## config.mk

```make
export PLATFORM = sky130hd
export DESIGN_NAME = ham_word_capture
export DESIGN_NICKNAME = d
export VERILOG_FILES = /design/src/rtl/ham_word_capture.sv
export SDC_FILE = /design/constraint.sdc
export NUM_CORES = 1
export LEC_CHECK = 0
export ABC_CLOCK_PERIOD_IN_PS = 1800
export CORE_MARGIN = 2
export CORE_UTILIZATION = 55
export CTS_CLUSTER_SIZE = 30
export DETAILED_ROUTE_END_ITERATION = 6
export DONT_BUFFER_PORTS = 1
export PLACE_DENSITY = 0.7
export SKIP_LAST_GASP = 1
export SYNTH_ARGS = -nofsm -noshare
export SYNTH_HDL_FRONTEND = slang
export SYNTH_SLANG_ARGS = --single-unit
```

## constraint.sdc

```tcl
create_clock -name clk -period 1.8 [get_ports clk]
set_input_delay 0.45 -clock clk [delete_from_list [all_inputs] [get_ports clk]]
set_output_delay 0.45 -clock clk [all_outputs]
set_load 0.01 [all_outputs]
```

## src/rtl/ham_word_capture.sv

```systemverilog
// Dipswitch codeword capture for a Hamming decoder: synchronizes and debounces
// the switch word and capture button, then latches the word on each clean press.
module ham_word_capture #(
  parameter int DEB_CYCLES = 16
) (
  input  logic       clk,
  input  logic       rst,
  input  logic [6:0] sw,
  input  logic       btn,
  output logic [6:0] e,
  output logic       e_valid,
  output logic       sw_stable,
  output logic       pending
);

  localparam int             CW       = $clog2(DEB_CYCLES + 1);
  localparam logic [CW-1:0]  DEB_MAX  = CW'(DEB_CYCLES);
  localparam logic [CW-1:0]  DEB_LAST = CW'(DEB_CYCLES - 1);
  localparam logic [CW-1:0]  CNT_ONE  = CW'(1);

  typedef enum logic [1:0] {
    B_LOW,
    B_RISE,
    B_HIGH,
    B_FALL
  } btn_state_e;

  logic [6:0]    sw_meta_q, sw_sync_q, sw_prev_q;
  logic          btn_meta_q, btn_sync_q;
  logic [1:0]    sync_vld_q;
  logic [CW-1:0] sw_cnt_q, sw_cnt_d;
  logic          sw_change;

  btn_state_e    b_state_q;
  logic [CW-1:0] b_cnt_q;
  logic          press_q;

  logic [6:0]    e_q;
  logic          e_valid_q, pending_q;
  logic          capture;

  // NOTE: all sequential state uses non-blocking assignments so every flop
  // samples pre-edge values regardless of statement order.
  always_ff @(posedge clk) begin
    if (rst) begin
      sw_meta_q  <= '0;
      sw_sync_q  <= '0;
      sw_prev_q  <= '0;
      btn_meta_q <= 1'b0;
      btn_sync_q <= 1'b0;
      sync_vld_q <= '0;
      sw_cnt_q   <= '0;
    end else begin
      sw_meta_q  <= sw;
      sw_sync_q  <= sw_meta_q;
      sw_prev_q  <= sw_sync_q;
      btn_meta_q <= btn;
      btn_sync_q <= btn_meta_q;
      sync_vld_q <= {sync_vld_q[0], 1'b1};
      sw_cnt_q   <= sw_cnt_d;
    end
  end

  assign sw_change = (sw_sync_q != sw_prev_q);

  // Counter is held clear until the synchronizer carries real samples, so a
  // constant switch word cannot look stable straight out of reset.
  always_comb begin
    sw_cnt_d = sw_cnt_q;
    if (sw_change || !sync_vld_q[1]) begin
      sw_cnt_d = '0;
    end else if (sw_cnt_q != DEB_MAX) begin
      sw_cnt_d = sw_cnt_q + CNT_ONE;
    end
  end

  assign sw_stable = (sw_cnt_q == DEB_MAX) && !sw_change;

  always_ff @(posedge clk) begin
    if (rst) begin
      b_state_q <= B_LOW;
      b_cnt_q   <= '0;
      press_q   <= 1'b0;
    end else begin
      press_q <= 1'b0;
      unique case (b_state_q)
        B_LOW: begin
          if (btn_sync_q) begin
            b_state_q <= B_RISE;
            b_cnt_q   <= '0;
          end
        end
        B_RISE: begin
          if (!btn_sync_q) begin
            b_state_q <= B_LOW;
          end else if (b_cnt_q == DEB_LAST) begin
            b_state_q <= B_HIGH;
            press_q   <= 1'b1;
          end else begin
            b_cnt_q <= b_cnt_q + CNT_ONE;
          end
        end
        B_HIGH: begin
          if (!btn_sync_q) begin
            b_state_q <= B_FALL;
            b_cnt_q   <= CNT_ONE;
          end
        end
        B_FALL: begin
          // The low cycle that entered B_FALL already counts toward release.
          if (btn_sync_q) begin
            b_state_q <= B_HIGH;
          end else if (b_cnt_q == DEB_LAST) begin
            b_state_q <= B_LOW;
          end else begin
            b_cnt_q <= b_cnt_q + CNT_ONE;
          end
        end
        default: b_state_q <= B_LOW;
      endcase
    end
  end

  // A capture is deferred one cycle if e_valid is already high, keeping pulses apart.
  assign capture = (press_q || pending_q) && sw_stable && !e_valid_q;

  always_ff @(posedge clk) begin
    if (rst) begin
      e_q       <= '0;
      e_valid_q <= 1'b0;
      pending_q <= 1'b0;
    end else begin
      e_valid_q <= 1'b0;
      if (capture) begin
        e_q       <= sw_sync_q;
        e_valid_q <= 1'b1;
        pending_q <= 1'b0;
      end else if (press_q) begin
        pending_q <= 1'b1;
      end
    end
  end

  assign e       = e_q;
  assign e_valid = e_valid_q;
  assign pending = pending_q;

endmodule

```

==> results of run 1 <==
cells by family (layout without fill, tap and decap cells):
kind of cell,after synthesis,after routing,share of synthesized area
AOI/OAI and AO/OA,11,11,0.03604
xor gates and xnor gates,12,12,0.05937
adders and majority gates,4,4,0.02827
buffers and inverters,11,25,0.03604
DFF,47,47,0.5314
muxes,8,8,0.06502
and+or+nand+nor,68,68,0.2438
timing repair:
| action | CTS | global route |
|---|---|---|
| setup endpoints to repair | 3 | 5 |
| pin swaps | 4 | 7 |
| cloned | 0 | 0 |
| gates resized for setup | 12 | 10 |
| setup buffers | 7 | 2 |
stage by stage:
stage | TNS [ps] | hold WS (ps)
floorplan | 0 | 413.8
global placement | 0 | 420.5
detailed placement | 0 | 427.7
CTS | -111.6 | 108.0
global route | -154.1 | 99.05
finish | -69.92 | 130.0
sequential cells by signal, indices dropped and copies added (netlist names), 2 cells and up, named ones only:
register,cells
b_cnt_q,5
e,7
sw_prev_q,7
sw_sync_q,7
sw_meta_q,7
sync_vld_q,2
sw_cnt_q,5
critical path, stage by stage, from the launching register on:
cell,delay [ps]
dfxtp_2,350
xor2_2,180
nor4_4,310
nand3_2,120
inv_2,90
report_power, final:
| part | switching, uW | internal [uW] | total (uW) |
|---|---|---|---|
| Clock | 351 | 300 | 651 |
| Combinational | 32.7 | 39.0 | 71.7 |
| Sequential | 10.4 | 1070 | 1080 |
final cells by class:
| class | count | share of cell area |
|---|---|---|
| Clock buffer | 5 | 0.01845 |
| Clock inverter | 3 | 0.02337 |
| Sequential cell | 47 | 0.4668 |
| Tap cell | 44 | 0.02706 |
| Multi-Input combinational cell | 103 | 0.4127 |
| Inverter | 6 | 0.01107 |
| Timing Repair Buffer | 11 | 0.04059 |
synthesized netlist by cell type (2+ instances only):
master,number
dfxtp_1,47
nor2b_1,31
nor2_1,11
xor2_1,9
mux2_4,7
inv_1,6
nand2_1,6
a21oi_1,5
ha_1,4
nand3_1,4
o21ai_0,4
buf_6,3
xnor2_1,3
clkbuf_1,2
or3_1,2
worst max-delay path by stage:
stage | from | endpoint | depth (start not counted)
after floorplan | b_cnt_q[1] | b_cnt_q[2] | 8
after global placement | b_cnt_q[1] | b_cnt_q[3] | 7
after detailed placement | b_cnt_q[1] | b_cnt_q[3] | 7
after CTS | sw_sync_q[2] | sw_stable | 4
after global routing | sw_prev_q[5] | sw_stable | 4
final | sw_prev_q[5] | sw_stable | 4
routing by layer:
metal / part of all wire / vias up / wire (um) / track usage
met2: 0.49 / 23 / 1319 / 0.2765
met5: 0 / - / 0 / 0
met3: 0.046 / 10 / 125 / 0.06610
met4: 0.034 / 0 / 91 / 0.09627
li1: - / 549 / - / -
met1: 0.43 / 495 / 1152 / 0.1867
==> results.txt, run 1 <==
status: finished, violations left
failing checks: negative setup slack
die area: 0.003689 sq mm
WL final: 2689 um
register area: 949.7 sq um
Num CTS Buffers: 5
RR Endpoint: b_cnt_q[2]
Final GP Congestion: 0.7936
placed insts: 202
number of global-route vias before repair: 1081
antenna viol nets, final: 0
hold path cells: 1
R2R depth: 7
core area: 0.003053 sq mm
Post-synth EDFFs: 0
share of cells above drive strength 1: 0.3086
Fillers: 264
clock latency on the worst-skew pair: 370 ps
Vias/cell: 4.918
Max Transition Viols Final: 0
largest net degree at the start of global routing: 40
worst vdd ir: 0.5409 mV
cts hold-fix bufs: 0
actual slew at the worst max-slew pin: 294.6 ps
Final min period: 1870 ps
initial antenna violation count: 0
first drt pass iteration count: 4
Reg2Reg Launch Point: b_cnt_q[0]
power density over the cells: 884.1 mW/mm^2
endpoint class of the critical path: output pin
Die W: 60.74 um
DR DRC count: 0
post-synth top area share: 0.5314
final worst setup slack: -69.92 ps
Max Fclk: 0.5348 GHz
Max FO, Critical Path: 2
Clock transition at path regs: 130 ps
Root Driver: clkbuf_4
Async SR Flop Fraction: 0
synthesis-stage register bit count: 47
WL per Instance: 12.28 um
Worst Hold Launch: rst
CTS tree: built
DPL Wire Length: 1733 um
Bufs on Longest Clock Path: 2
synthesis warning total: 0
Antenna Diode Count: 0
area leader, netlist: dfxtp_1
Mapped Area: 0.001770 sq mm
synthesized area per cell: 11.00 sq um
Post-synth top flop: dfxtp_1
DP Area: 0.001821 sq mm
Slew headroom: 0.8008
max_cap viols: 0
Layout area overhead: 14.91%
final setup fails: 1
Final Cycle Share: 1.039
drt initial violations: 49
Min-Delay Endpoint: sw_sync_q[5]
Ports: 20
most frequent cells in the layout: 40 x dfxtp_1, 31 x nor2b_1, 11 x nor2_1, 11 x buf_4, 8 x xor2_1
Initial Util: 0.5799
H-tree Lvls: 2
CP required: 1350 ps
Die Y: 60.74 um
I/O Buffers: 0
Remaining Overflow, GRT: 0
nets@finish: 188
Finished Core Util: 0.6664
multi-input logic area: 839.6 sq um
Arrival @ worst endpoint: 1420 ps
clock sink count: 47
part of the Yosys area used for sequential elements: 0.5314
row count: 20
Lkg Pwr: 0.0008131 uW
total track usage: 0.1689
worst hold path type: in2reg
pre-CTS setup slack: 18.43 ps
via count: 1077
Post-Syn Nets: 175
largest cells by area after synthesis: dfxtp_1 53%, nor2b_1 11%, mux2_4 5.9%, xor2_1 4.5%, ha_1 2.8%
Setup Crit Path Kind: reg2out
count of final hold-check violations: 0
most common cell after layout, fill and taps aside: dfxtp_1
cells after synthesis: 161
RSZ-0062 raised after global routing: true
Final Cell Area: 0.002034 sq mm
R2R setup slack: 40 ps
Final Non-Filler Cells: 219
Worst Setup Start Kind: register
Clock Skews: 2.436 ps
Total Power: 1799 uW
first-pass GRT wire length: 4464 um
Yosys cell types: 32
No activity file was read; power rests on OpenSTA's default activity.
==> run 2, diff against run 1 <==
==> config.mk (replaced) <==
export PLATFORM = sky130hd
export DESIGN_NAME = ham_word_capture
export DESIGN_NICKNAME = d
export VERILOG_FILES = /design/src/rtl/ham_word_capture.sv
export SDC_FILE = /design/constraint.sdc
export NUM_CORES = 1
export LEC_CHECK = 0
export ABC_CLOCK_PERIOD_IN_PS = 1700
export CELL_PAD_IN_SITES_DETAIL_PLACEMENT = 0
export CELL_PAD_IN_SITES_GLOBAL_PLACEMENT = 2
export CORE_MARGIN = 2
export CORE_UTILIZATION = 36
export CTS_CLUSTER_SIZE = 30
export DETAILED_ROUTE_END_ITERATION = 6
export DONT_BUFFER_PORTS = 1
export PLACE_DENSITY = 0.69
export SKIP_LAST_GASP = 1
export SYNTH_ARGS = -nofsm -noshare
export SYNTH_HDL_FRONTEND = slang
export SYNTH_SLANG_ARGS = --single-unit
export TNS_END_PERCENT = 5
==> constraint.sdc (replaced) <==
create_clock -name clk -period 1.7 [get_ports clk]
set_input_delay 0.425 -clock clk [delete_from_list [all_inputs] [get_ports clk]]
set_output_delay 0.425 -clock clk [all_outputs]
set_load 0.01 [all_outputs]
==> run 2 against run 1 <==
The run still ends with negative setup slack left. Critical endpoint unchanged. Critical path depth stayed put. Global-route usage is 4.7 points lower. Sequential power is 6% higher. Register-to-register slack worse by 80 ps. Worst setup slack worse by 25 ps. Final cell count is 11% higher. Worst hold slack better by 63 ps. Critical path type unchanged. Routed wire length is 9.8% higher. Clock skew is 2.8 ps higher.
==> results.txt, run 2 (same netlist as run 1, synthesis figures left out) <==
GRT met3 Usage: 0.04607
Final Cycle Share: 1.056
met1 usage: 0.1439
hold path cells: 1
first drt pass iteration count: 4
Lkg Pwr: 0.0008366 uW
first-pass GRT wire length: 4947 um
power density over the cells: 1035 mW/mm^2
clock latency on the worst-skew pair: 300 ps
most frequent cells in the layout: 43 x dfxtp_1, 31 x nor2b_1, 13 x buf_4
critical-path cell list: xor2_2 > nor4_4 > nand3_2 > inv_2
Root Driver: clkbuf_8
Worst Hold Launch: rst
number of global-route vias before repair: 1092
critical path's slowest cell: dfxtp_2
CP required: 1270 ps
failing checks: negative setup slack
via count: 1091
Reg2Reg Launch Point: b_cnt_q[1]
final worst setup slack: -95.20 ps
DPL Wire Length: 1972 um
I/O Buffers: 0
nets@finish: 190
CTS tree: built
WL final: 2953 um
Ports: 20
share of cells above drive strength 1: 0.2542
status: finished, violations left
Final GP Congestion: 0.8355
Total Power: 2157 uW
Clock Skews: 5.272 ps
Vias/cell: 4.471
Clock transition at path regs: 80 ps
R2R setup slack: -40 ps
worst vdd ir: 0.4321 mV
drt initial violations: 46
largest net degree at the start of global routing: 40
Bufs on Longest Clock Path: 2
cts hold-fix bufs: 0
pre-CTS setup slack: -64.54 ps
WL per Instance: 12.10 um
clock sink count: 47
Die W: 74.13 um
RSZ-0062 raised after global routing: true
Arrival @ worst endpoint: 1370 ps
Num CTS Buffers: 5
total track usage: 0.1222
DR DRC count: 0
Setup Crit Path Kind: reg2out
R2R depth: 7
CP peak stage delay: 340 ps
Max Fclk: 0.5570 GHz
actual slew at the worst max-slew pin: 380.0 ps
initial antenna violation count: 0
max_cap viols: 0
Remaining Overflow, GRT: 0
Min-Delay Endpoint: sw_sync_q[5]
RR Endpoint: b_cnt_q[2]
row count: 25
die area: 0.005495 sq mm
Worst Setup Start Kind: register
final setup fails: 4
met2 usage: 0.1865
H-tree Lvls: 2
endpoint class of the critical path: output pin
Die Y: 74.13 um
most common cell after layout, fill and taps aside: dfxtp_1
Antenna Diode Count: 0
worst hold path type: in2reg
Final min period: 1795 ps
core area: 0.004723 sq mm
Max Transition Viols Final: 0
busiest layer in global routing: met2
antenna viol nets, final: 0
Max FO, Critical Path: 2
count of final hold-check violations: 0
Initial Util: 0.3748
Slew headroom: 0.7448
Layout area overhead: 17.74%
-- run 2: how the worst max path moves through the flow --
| stage | cells past startpoint | endpoint | slack (ps) | from |
|---|---|---|---|---|
| after floorplan | 8 | b_cnt_q[3] | -60 | b_cnt_q[1] |
| final | 4 | sw_stable | -100 | sw_prev_q[5] |
| after detailed placement | 7 | b_cnt_q[2] | -60 | b_cnt_q[1] |
| after global placement | 7 | b_cnt_q[3] | -10 | b_cnt_q[1] |
| after global routing | 4 | sw_stable | -160 | sw_prev_q[5] |
| after CTS | 4 | sw_stable | -130 | sw_sync_q[2] |
-- run 2: routing by layer --
layer  share of wire  vias to the layer above
met5               0                        -
met4           0.024                        0
met3           0.047                        8
met2            0.47                       27
met1            0.46                      503
li1                -                      553
-- run 2: critical path, delay by kind of cell (launching register included) --
family | cells | cell delay [ps]
flip-flops | 1 | 340
AND/OR/NAND/NOR | 2 | 470
XOR/XNOR | 1 | 180
buffers and inverters | 1 | 90
-- run 2: cell type report --
class	count	area, sq um
sequential	47	945.9
clock buffer	6	72.57
clock inverter	2	60.06
inverter	6	22.52
multi-input combinational	103	802.0
fill	451	2639
timing repair buffer	13	97.59
tap	67	83.83
-- run 2: timing repair --
item | in CTS | in global routing
pin swaps | 3 | 5
setup endpoints to repair | 4 | 14
buffers inserted | 3 | 2
gates cloned | 0 | 0
gates resized for setup | 3 | 4
-- run 2: report_power, final --
part,total (uW),internal (uW),switching (uW)
logic,72.7,38.9,33.8
registers,1140,1130,11.7
clock network,946,587,358
total,2160,1750,404
-- run 2: through the flow --
stage	hold slack (ps)	util	TNS, ps	cell area, sq um	cells
after floorplan	413.8	-	-110.0	1793	161
after global placement	418.6	0.4013	-17.83	1896	231
after detailed placement	425.3	0.4013	-159.0	1896	231
after CTS	172.3	0.4355	-450.5	2057	242
after global routing	172.7	0.4413	-971.2	2085	244
final	192.7	0.4413	-153.2	2085	244
==> run 3, diff against run 2 <==
--- a/config.mk
+++ b/config.mk
@@ -5,11 +5,12 @@
 export SDC_FILE = /design/constraint.sdc
 export NUM_CORES = 1
 export LEC_CHECK = 0
+export ABC_AREA = 1
 export ABC_CLOCK_PERIOD_IN_PS = 1700
 export CELL_PAD_IN_SITES_DETAIL_PLACEMENT = 0
 export CELL_PAD_IN_SITES_GLOBAL_PLACEMENT = 2
 export CORE_MARGIN = 2
-export CORE_UTILIZATION = 36
+export CORE_UTILIZATION = 32
 export CTS_CLUSTER_SIZE = 30
 export DETAILED_ROUTE_END_ITERATION = 6
 export DONT_BUFFER_PORTS = 1
==> run 3 against run 2 <==
The flow still finishes with violations (negative setup slack). Final cell count up 25%. Utilization down 5.5 points. Combinational power up 26%. Clock power down 17%. Routed wire length up 13%. Non-clock buffer count down 1. Global-route usage down 0.14 points. Critical path type unchanged. Highest routed layer unchanged.
==> results.txt, run 3 <==
Max Transition Viols Final: 0
Antenna Diode Count: 0
Post-Route Setup TNS: -4.459 ps
synthesis-stage register bit count: 47
first-pass GRT wire length: 5761 um
Vias/cell: 4.340
initial antenna violation count: 0
largest net degree at the start of global routing: 31
Mapped Area: 0.001769 sq mm
Max FO, Critical Path: 5
CP required: 1270 ps
Die Y: 78.36 um
actual slew at the worst max-slew pin: 291.5 ps
top cells by count, synth: 47 x dfxtp_1, 42 x inv_1, 39 x nand2_1
Max Fclk: 0.5867 GHz
Worst Hold Launch: rst
most common cell in the netlist: dfxtp_1
failing checks: negative setup slack
Post-Syn Nets: 234
clock latency on the worst-skew pair: 300 ps
antenna viol nets, final: 0
Clock transition at path regs: 90 ps
Worst Setup SP: sw_cnt_q[0]
nets@finish: 248
Num CTS Buffers: 5
Flop pwr share: 0.565
pre-CTS setup slack: 134.8 ps
final worst setup slack: -4.459 ps
H-tree Lvls: 2
Final min period: 1704 ps
part of the Yosys area used for sequential elements: 0.5318
cts hold-fix bufs: 0
cells after synthesis: 220
core area: 0.005405 sq mm
Setup Crit Path Kind: reg2out
Worst Setup Start Kind: register
via count: 1328
Sw Ratio: 0.2081
Ports: 20
critical-path cell list: inv_4 > ha_4 > nand4_4 > nor3_4
worst vdd ir: 0.5465 mV
Final GP Congestion: 0.7191
DR DRC count: 0
Root Driver: clkbuf_8
Clock Skews: 10.75 ps
DPL Wire Length: 2348 um
clock sink count: 47
Slew headroom: 0.8050
clock power share: 0.389
most common cell after layout, fill and taps aside: dfxtp_1
R2R setup slack: 150 ps
Bufs on Longest Clock Path: 2
share of cells above drive strength 1: 0.1880
WL final: 3350 um
largest cells by area after synthesis: dfxtp_1 53%, inv_1 8.9%, nand2_1 8.3%, nor2_1 6.8%, nand3_1 3.7%
total track usage: 0.1208
drt initial violations: 34
max_cap viols: 0
Yosys cell types: 25
synthesized area per cell: 8.042 sq um
WL per Instance: 10.95 um
Post-synth EDFFs: 0
row count: 27
endpoint class of the critical path: output pin
post-synth top area share: 0.5318
count of final hold-check violations: 0
critical path's top delay family: simple AND/OR/NAND/NOR gates
Reg2Reg Launch Point: b_cnt_q[0]
power density over the cells: 965.9 mW/mm^2
synthesis warning total: 0
worst hold path type: in2reg
die area: 0.006140 sq mm
area leader, netlist: dfxtp_1
Lkg Pwr: 0.0009156 uW
RSZ-0062 raised after global routing: true
switching pwr: 419.2 uW
Remaining Overflow, GRT: 0
CP peak stage delay: 370 ps
Post-synth top flop: dfxtp_1
Layout area overhead: 17.89%
Arrival @ worst endpoint: 1280 ps
CTS tree: built
I/O Buffers: 0
Die W: 78.36 um
Final Cycle Share: 1.003
status: finished, violations left
internal power: 1595 uW
Async SR Flop Fraction: 0
Comb power frac: 0.046
critical path's slowest cell: dfxtp_4
critical path buffer and inverter count: 1
first drt pass iteration count: 4
number of global-route vias before repair: 1282
final setup fails: 1
most frequent cells in the layout: 40 x dfxtp_1, 39 x nand2_1, 38 x inv_1
Initial Util: 0.3273
## run 3: power by group through the flow
stage | sequential, uW | clock [uW] | combinational [uW]
3_5_place_dp | 1170 | 0 | 74.2
3_3_place_gp | 1170 | 0 | 73.9
4_1_cts | 1140 | 820 | 84.0
6_report | 1140 | 784 | 91.9
5_1_grt | 1140 | 866 | 105
2_1_floorplan | 1160 | 0 | 69.4
## run 3: repair_timing
item | in CTS | in global routing
buffers inserted | 4 | 5
setup endpoints to repair | 1 | 2
pin swaps | 6 | 4
hold endpoints to repair | 0 | 0
resized for setup | 8 | 12
## run 3: metal layers
layer	vias up	GRT usage	part of all wire
met2	21	0.2164	0.51
met3	6	0.03793	0.035
met5	-	0	0
li1	698	-	-
met1	603	0.1312	0.44
met4	0	0.05088	0.016
## run 3: metrics by stage
step	total power [uW]	utilization	std cells	area (sq um)	hold slack, ps
after floorplan	1232	-	220	1769	388.3
after global placement	1239	0.3447	290	1863	391.2
after detailed placement	1241	0.3447	290	1863	393.8
after CTS	2045	0.3725	301	2013	171.3
after global routing	2114	0.3859	306	2086	160.8
final	2015	0.3859	306	2086	187.0
## run 3: final timing paths
| kind | end | depth (start not counted) |
|---|---|---|
| max reg2reg | b_cnt_q[3] | 8 |
| min reg2reg | sync_vld_q[1] | 2 |
| min | sw_sync_q[2] | 1 |
| max | sw_stable | 4 |
## run 3: logic make-up (layout without fill, tap and decap cells)
group | after synthesis | count (layout) | synth area share
buf+inv | 48 | 62 | 0.1018
compound gates | 13 | 13 | 0.04314
flops | 47 | 47 | 0.5318
xor+xnor | 3 | 3 | 0.01910
fa+ha+maj | 4 | 4 | 0.02829
simple gates | 105 | 105 | 0.2758
## run 3: final cells by class
class / count / area (sq um)
repair buffers: 12 / 90.09
well taps: 72 / 90.09
clock buffers: 6 / 72.57
fillers: 574 / 3319
inverters: 43 / 166.4
multi-input cells: 125 / 681.9
flip-flops and latches: 47 / 954.7
clock inverters: 1 / 30.03
